$ cat src/rtl/alu_seq_unit.sv
// Sequential ALU: one operation per valid/ready handshake, registered result and flags.
// LSL/LSR either complete in one cycle or shift one bit per cycle when SHIFT_ITER=1.
module alu_seq_unit #(
    parameter int W          = 8,
    parameter int SHIFT_ITER = 1
) (
    input  logic         Clk,
    input  logic         Reset,
    input  logic         In_valid,
    output logic         In_ready,
    input  logic [2:0]   Op,
    input  logic [W-1:0] Arg_0,
    input  logic [W-1:0] Arg_1,
    input  logic         Carry_in,
    output logic         Out_valid,
    input  logic         Out_ready,
    output logic [W-1:0] Result,
    output logic         Carry_out,
    output logic         Zero,
    output logic         Beven,
    output logic         Parity,
    output logic         Equal,
    output logic         Busy
);

    localparam int            CW      = $clog2(W + 1);
    localparam logic [W-1:0]  W_VAL   = W[W-1:0];
    localparam logic [CW-1:0] CNT_MAX = W[CW-1:0];
    localparam logic [CW-1:0] CNT_ONE = CW'(1);
    localparam logic [W:0]    SUM_ONE = {{W{1'b0}}, 1'b1};

    typedef enum logic [1:0] {S_IDLE, S_SHIFT, S_DONE} state_t;
    typedef enum logic [2:0] {
        OP_ADD = 3'd0, OP_LSL = 3'd1, OP_XOR = 3'd2, OP_AND = 3'd3,
        OP_CMP = 3'd4, OP_SET = 3'd5, OP_LSR = 3'd6, OP_SUB = 3'd7
    } op_t;

    state_t        r_state, w_state_nxt;
    op_t           w_op;
    logic          w_accept, w_is_shift, w_iter;
    logic [CW-1:0] w_cnt;
    logic [W:0]    w_sum, w_lsl_ext, w_lsr_ext;
    logic [W-1:0]  w_res;
    logic          w_cout;
    logic [W:0]    w_first_step, w_acc_step;

    logic [W-1:0]  r_acc;
    logic [CW-1:0] r_cnt;
    logic          r_is_lsl, r_par_cap, r_eq_cap;
    logic [W-1:0]  r_result;
    logic          r_cout, r_zero, r_beven, r_parity, r_equal;

    // Single-bit shift step; returns {bit shifted out, shifted value}.
    function automatic logic [W:0] f_step(input logic [W-1:0] v, input logic lsl);
        if (lsl)
            return {v[W-1], v[W-2:0], 1'b0};
        return {v[0], 1'b0, v[W-1:1]};
    endfunction

    assign w_op         = op_t'(Op);
    assign w_accept     = In_valid & In_ready;
    assign w_cnt        = (Arg_1 > W_VAL) ? CNT_MAX : Arg_1[CW-1:0];
    assign w_is_shift   = (w_op == OP_LSL) || (w_op == OP_LSR);
    assign w_iter       = (SHIFT_ITER != 0) && w_is_shift && (w_cnt > CNT_ONE);
    assign w_lsl_ext    = {1'b0, Arg_0} << w_cnt;
    assign w_lsr_ext    = {Arg_0, 1'b0} >> w_cnt;
    assign w_first_step = f_step(Arg_0, w_op == OP_LSL);
    assign w_acc_step   = f_step(r_acc, r_is_lsl);

    always_comb begin
        // NOTE: every signal written here gets a default first, so no path can infer a latch.
        w_sum  = '0;
        w_res  = '0;
        w_cout = 1'b0;
        case (w_op)
            OP_ADD: begin
                w_sum  = {1'b0, Arg_0} + {1'b0, Arg_1} + {{W{1'b0}}, Carry_in};
                w_res  = w_sum[W-1:0];
                w_cout = w_sum[W];
            end
            OP_SUB, OP_CMP: begin
                w_sum  = {1'b0, Arg_0} + {1'b0, ~Arg_1} + SUM_ONE;
                w_res  = (w_op == OP_SUB) ? w_sum[W-1:0] : '0;
                w_cout = w_sum[W];
            end
            OP_XOR: w_res = Arg_0 ^ Arg_1;
            OP_AND: w_res = Arg_0 & Arg_1;
            OP_SET: w_res = Arg_1;
            OP_LSL: begin
                w_res  = w_lsl_ext[W-1:0];
                w_cout = w_lsl_ext[W];
            end
            OP_LSR: begin
                w_res  = w_lsr_ext[W:1];
                w_cout = w_lsr_ext[0];
            end
            default: w_res = '0;
        endcase
    end

    // NOTE: all clocked state uses non-blocking (<=) so every flop samples pre-edge values.
    always_ff @(posedge Clk) begin
        if (!Reset)
            r_state <= S_IDLE;
        else
            r_state <= w_state_nxt;
    end

    always_comb begin
        w_state_nxt = r_state;
        case (r_state)
            S_IDLE:  if (w_accept) w_state_nxt = w_iter ? S_SHIFT : S_DONE;
            S_SHIFT: if (r_cnt == CNT_ONE) w_state_nxt = S_DONE;
            S_DONE: begin
                if (w_accept)
                    w_state_nxt = w_iter ? S_SHIFT : S_DONE;
                else if (Out_ready)
                    w_state_nxt = S_IDLE;
            end
            default: w_state_nxt = S_IDLE;
        endcase
    end

    // Accept already performs the first shift step, so SHIFT lasts count-1 cycles.
    always_ff @(posedge Clk) begin
        if (!Reset) begin
            r_acc     <= '0;
            r_cnt     <= '0;
            r_is_lsl  <= 1'b0;
            r_par_cap <= 1'b0;
            r_eq_cap  <= 1'b0;
            r_result  <= '0;
            r_cout    <= 1'b0;
            r_zero    <= 1'b0;
            r_beven   <= 1'b0;
            r_parity  <= 1'b0;
            r_equal   <= 1'b0;
        end else if (w_accept) begin
            r_par_cap <= ^Arg_0;
            r_eq_cap  <= (Arg_0 == Arg_1);
            r_is_lsl  <= (w_op == OP_LSL);
            if (w_iter) begin
                r_acc <= w_first_step[W-1:0];
                r_cnt <= w_cnt - CNT_ONE;
            end else begin
                r_result <= w_res;
                r_cout   <= w_cout;
                r_zero   <= (w_res == '0);
                r_beven  <= ~w_res[0];
                r_parity <= ^Arg_0;
                r_equal  <= (Arg_0 == Arg_1);
            end
        end else if (r_state == S_SHIFT) begin
            r_acc <= w_acc_step[W-1:0];
            r_cnt <= r_cnt - CNT_ONE;
            if (r_cnt == CNT_ONE) begin
                r_result <= w_acc_step[W-1:0];
                r_cout   <= w_acc_step[W];
                r_zero   <= (w_acc_step[W-1:0] == '0);
                r_beven  <= ~w_acc_step[0];
                r_parity <= r_par_cap;
                r_equal  <= r_eq_cap;
            end
        end
    end

    assign In_ready  = (r_state == S_IDLE) || ((r_state == S_DONE) && Out_ready);
    assign Out_valid = (r_state == S_DONE);
    assign Busy      = (r_state == S_SHIFT);
    assign Result    = r_result;
    assign Carry_out = r_cout;
    assign Zero      = r_zero;
    assign Beven     = r_beven;
    assign Parity    = r_parity;
    assign Equal     = r_equal;

endmodule

$ cat config.mk
export PLATFORM = sky130hd
export DESIGN_NAME = alu_seq_unit
export DESIGN_NICKNAME = d
export VERILOG_FILES = /design/src/rtl/alu_seq_unit.sv
export SDC_FILE = /design/constraint.sdc
export NUM_CORES = 1
export LEC_CHECK = 0
export CAP_MARGIN = 20
export CORE_UTILIZATION = 58
export DETAILED_ROUTE_END_ITERATION = 16
export PLACE_DENSITY = 0.82
export SLEW_MARGIN = 5
export SYNTH_ARGS = -nofsm -noshare
export SYNTH_HDL_FRONTEND = slang
export SYNTH_SLANG_ARGS = --single-unit
$ cat constraint.sdc
create_clock -name Clk -period 3.9 [get_ports Clk]
set_input_delay 1.17 -clock Clk [delete_from_list [all_inputs] [get_ports Clk]]
set_output_delay 1.17 -clock Clk [all_outputs]
set_load 0.01 [all_outputs]
Word-level counts from Yosys, hierarchy flattened
Index checks and enable logic that the tools add are counted.

Input bits: 24. Logic and storage cells: 105. Bits in registers: 30.

Add/subtract/negate cells: 6. Shift operators: 2. Bitwise operators: 6. Reductions and logical operators: 15. $lt $le $gt $ge: 2. Equal/unequal tests: 16. Mux-type cells: 46.

Operators by type and width (count): 8-bit two-way mux (10); 8-bit one-hot mux with 7 select lines (1); 1-bit two-way mux (22); 8-bit by 8-bit adder with 9-bit output (2); 9-bit two-way mux (2); 8-bit logical NOT (2); 4-bit two-way mux (4); 3-bit == test, second input constant (4); 2-bit two-way mux (5); 9-bit by 1-bit adder with 9-bit output (1); 9-bit by 1-bit adder with 9-bit output, second input constant (1); 8-bit by 4-bit << shifter with 9-bit output (1); 9-bit by 4-bit right shift with 9-bit output (1); 8-bit AND (1); 8-bit == test (1); 8-bit by 4-bit greater-than comparator with 1-bit output, second input constant (1); 8-bit NOT (1); 8-bit parity (1); 4-bit by 1-bit subtractor with 4-bit output, second input constant (2); 8-bit bitwise XOR (1); 3-bit by 2-bit == test with 1-bit output, second input constant (2); 2-bit one-hot mux with 3 select lines (1); 3-bit AND reduction (2); 4-bit by 1-bit == test with 1-bit output, second input constant (1); other kinds (17) (23).

Depth between registers and ports, before layout
Depth in word-level cells: 8. Gate-level depth with buffers: 15. Mapped depth without buffers: 13.

Worst setup path after synthesis
Ideal clock, no wire load.

Kind: input port to flip-flop. Start point: input port Arg_1[1]. End point: register r_zero (netlist: Zero). Buffers on the path: 2. Slack: 0.225 ns. Data arrival time: 3.560 ns. Stages: 12. Required time: 3.784 ns. Setup time: 0.116 ns. Path through: buf_2 > clkinv_1 > nor3_4 > inv_1 > ha_1 > a21oi_1 > o32ai_2 > and3b_1 > a21oi_1 > clkbuf_1 > o21ai_0 > a31o_1.

Longest elaborated chain between the ends: 8. Elaborated cells on any way between the ends: 20. Classes of those cells: add/sub: 4; order compare: 2; eq/ne: 1; shift: 2; mux: 5; bitwise: 3; reduce/logical: 3.

Ends and longest elaborated chain: start, declared (line 13) `input logic [W-1:0] Arg_1,`; 8-bit NOT (line 82) `w_sum = {1'b0, Arg_0} + {1'b0, ~Arg_1} + SUM_ONE;`; 8-bit by 8-bit adder with 9-bit output (line 82); 9-bit by 1-bit adder with 9-bit output (line 82); 8-bit two-way mux (line 83) `w_res = (w_op == OP_SUB) ? w_sum[W-1:0] : '0;`; 8-bit one-hot mux with 7 select lines (line 75) `case (w_op)`; 8-bit logical NOT (line 148) `r_zero <= (w_res == '0);`; 1-bit two-way mux (line 142) `if (w_iter) begin`; 1-bit two-way mux (line 138) `end else if (w_accept) begin`; end signal, assigned (line 148); end signal, assigned (line 159) `r_zero <= (w_acc_step[W-1:0] == '0);`; end, declared (line 51) `logic r_cout, r_zero, r_beven, r_parity, r_equal;`.

Parallel ways exist; a longest one is shown, timed or not. The select of a mux whose other input is x is not followed. A chain may end at the register's enable or synchronous reset.

Final worst setup path
Start point: input port Arg_1[0]. End point: register r_zero (netlist: Zero).

Same word-level chain as after synthesis.

==> results.py <==
metrics = {
    "worst_hold_path": {
        "whs_endpoint": "Parity",
        "hold_depth": 2,
        "hold_start": "Parity",
        "min_path_type": "reg -> reg",
    },
    "route": {
        "ant_nets": 0,
        "wl_per_cell_um": 19.2,
        "num_vias": 4423,
        "routed_wl_um": 12800,
        "viasPerCell": 6.63,
        "firstDrtPassIters": 6,
        "drcViolationCount": 0,
        "drt_iter0_drc": 467,
    },
    "grt": {
        "antenna_found_initial": 0,
        "grt_pass1_vias": 4082,
        "grt_usage_pct": 41.0,
        "grt_pass1_wl_um": 20100,
        "grt_overflow": 0,
        "grt_max_degree": 19,
    },
    "yosys": {
        "ys_seq_area_share_pct": 17.1,
        "postSynth.asyncResetShare_pct": 0,
        "ys_types": 73,
        "synth_area_per_cell_um2": 6.90,
        "yosysWarnings": 0,
        "synthCells": 508,
        "synth_edf_count": 0,
        "syn-cell-area_um2": 3500,
        "syn-num-nets": 554,
        "synthFlopType": "dfxtp_1",
        "synth_seq_cells": 30,
    },
    "timing": {
        "period_needed_ps": 3850,
        "fin_ws_ps": 52.4,
        "slew_headroom_pct": 52.7,
        "hold_slack_ps": 452,
        "period_share_pct": 98.7,
        "worst_clock_skew_ps": 4.14,
        "worst_pin_slew_ps": 707,
        "slew_violations": 0,
        "finalSetupViolations": 0,
        "hold_viol": 0,
        "fmax_mhz": 260,
    },
    "worst_setup_path": {
        "critPathMaxFanout": 4,
        "crit_slowest_cell": "clkdlybuf4s50_1",
        "required_ps": 4120,
        "arrival_ps": 4070,
        "path_cells": "clkdlybuf4s50_1, fa_1, inv_1, fa_1, o31ai_1, buf_4, a21oi_1, o21bai_1, xor2_1, a21oi_1, nor4_2, a31o_1",
        "crit_type": "in -> reg",
        "startpoint_type": "input port",
        "rrSetupSlack_ps": 1650,
        "r2r_cells": 7,
        "r2r-end": "Zero",
        "max_stage_delay_ps": 570,
        "timing.rr.start": "r_state[0]",
        "worstSetupEndpointType": "register",
    },
    "cts": {
        "ctsLongestPathBuffers": 2,
        "clock_latency_ps": 280,
        "htree_levels": 2,
        "tritoncts": "yes",
        "cts_buffers": 5,
        "root_buffer": "clkbuf_8",
        "cts-hold-fix-buffers": 0,
        "clk_pin_slew_ps": 60,
        "clkSinkCount": 30,
    },
    "die": {
        "core.rowCount": 27,
        "fp.dieH_um": 79.7,
        "core_um2": 5680,
        "die_area_um2": 6360,
        "ios": 40,
        "initial_core_util_pct": 61.8,
        "die_w_um": 79.7,
    },
    "cells_and_area": {
        "area.growth.synth_to_final_pct": 29.8,
        "postLayoutCellArea_um2": 4550,
        "layout_commonest_cell": "buf_4",
        "layoutNonFillerInstCount": 667,
        "layout_common_cells": "buf_4 (77), nand2_1 (61), a21oi_1 (55), nor2_1 (49), clkdlybuf4s50_1 (39)",
        "finalNetCount": 642,
        "drive_above_1_share_pct": 18.3,
        "antennaDiodeCount": 0,
    },
    "pwr": {
        "irDropWorstVdd_uv": 284,
        "leakagePower_nw": 1.86,
        "pwr_density_cell_nw_per_um2": 248,
    },
    "flow_run": {
        "maxCapViolations": 0,
    },
    "placed_design": {
        "gp_congestion": 1.08,
        "place_inst": 661,
        "post-place-ws_ps": -240,
        "dpl.hpwl_um": 9730,
        "io_buffers": 39,
        "dpl_cell_area_um2": 4420,
    },
    "run_status": {
        "run_status": "completed",
    },
}
layout make-up:
class / instances / area (um2)
multi-input combinational: 414 / 2680
fill: 436 / 1130
timing repair buffer: 117 / 988
sequential: 30 / 601
inverter: 28 / 105
tap: 72 / 90.1
clock buffer: 6 / 82.6
cells by family (layout without fill, tap and decap cells):
logic type | count (synthesis) | count (layout) | synth area share, %
xor gates and xnor gates | 13 | 13 | 3.25
DFF | 30 | 30 | 17.1
AOI/OAI and AO/OA | 180 | 180 | 34.1
buffers and inverters | 64 | 151 | 7.53
adders and majority gates | 22 | 22 | 8.50
muxes | 9 | 9 | 2.64
and+or+nand+nor | 190 | 190 | 26.8
power breakdown:
part           internal, W  switching, W
Combinational     0.000238      0.000292
Sequential        0.000333     0.0000202
Clock             0.000136      0.000111
Total             0.000706      0.000423
state kept, by name, summed over array words and instances (netlist names):
signal	cells
Result	8
r_acc	8
r_cnt	4
r_state	2
Beven	1
Carry_out	1
Equal	1
Parity	1
Zero	1
r_eq_cap	1
r_is_lsl	1
r_par_cap	1
worst max-delay path, delay by kind of cell:
kind | cells | cell delay [ps]
fa+ha+maj | 2 | 670
compound gates | 5 | 890
simple gates | 1 | 370
buf+inv | 3 | 800
xor+xnor | 1 | 180
repair_timing:
item | CTS | global route
gates resized for setup | 0 | 10
setup buffers | 0 | 0
endpoints found under the setup margin | 0 | 4
how the worst max path moves through the flow:
stage             start  endpoint  slack, ps
3_3_place_gp   Arg_1[1]      Zero        -40
3_5_place_dp   Arg_1[0]      Zero       -240
5_1_grt        Arg_1[7]      Zero        -70
6_report       Arg_1[0]      Zero         50
2_1_floorplan  Arg_1[1]      Zero        220
4_1_cts        Arg_1[0]      Zero         50
metrics by stage:
step	util, %	TNS [ps]	power (W)
2_1_floorplan	-	0	0.000645
4_1_cts	79.4	0	0.00110
3_5_place_dp	78.0	-742	0.000861
3_3_place_gp	78.0	-63.4	0.000849
5_1_grt	80.2	-65.5	0.00118
6_report	80.2	0	0.00113
per-layer routing:
layer / up-vias / global-route usage (%) / wire (um)
met4: 0 / 14.1 / 515
li1: 2036 / - / -
met5: - / 0 / 0
met3: 57 / 9.83 / 1630
met1: 2029 / 53.5 / 5140
met2: 301 / 65.6 / 5540
cell usage after synthesis (all sizes together), types with 9 or more instances:
master,instances,area (um2)
nand2,62,240
a311oi,9,78.8
dfxtp,30,601
ha,19,238
inv,26,97.6
nand3,15,75.1
a211oi,12,95.1
o21ai,32,164
nor3,16,101
nor2,51,208
a21oi,56,280
clkbuf,29,109
Note: power is estimated with default switching activity, not from simulation.
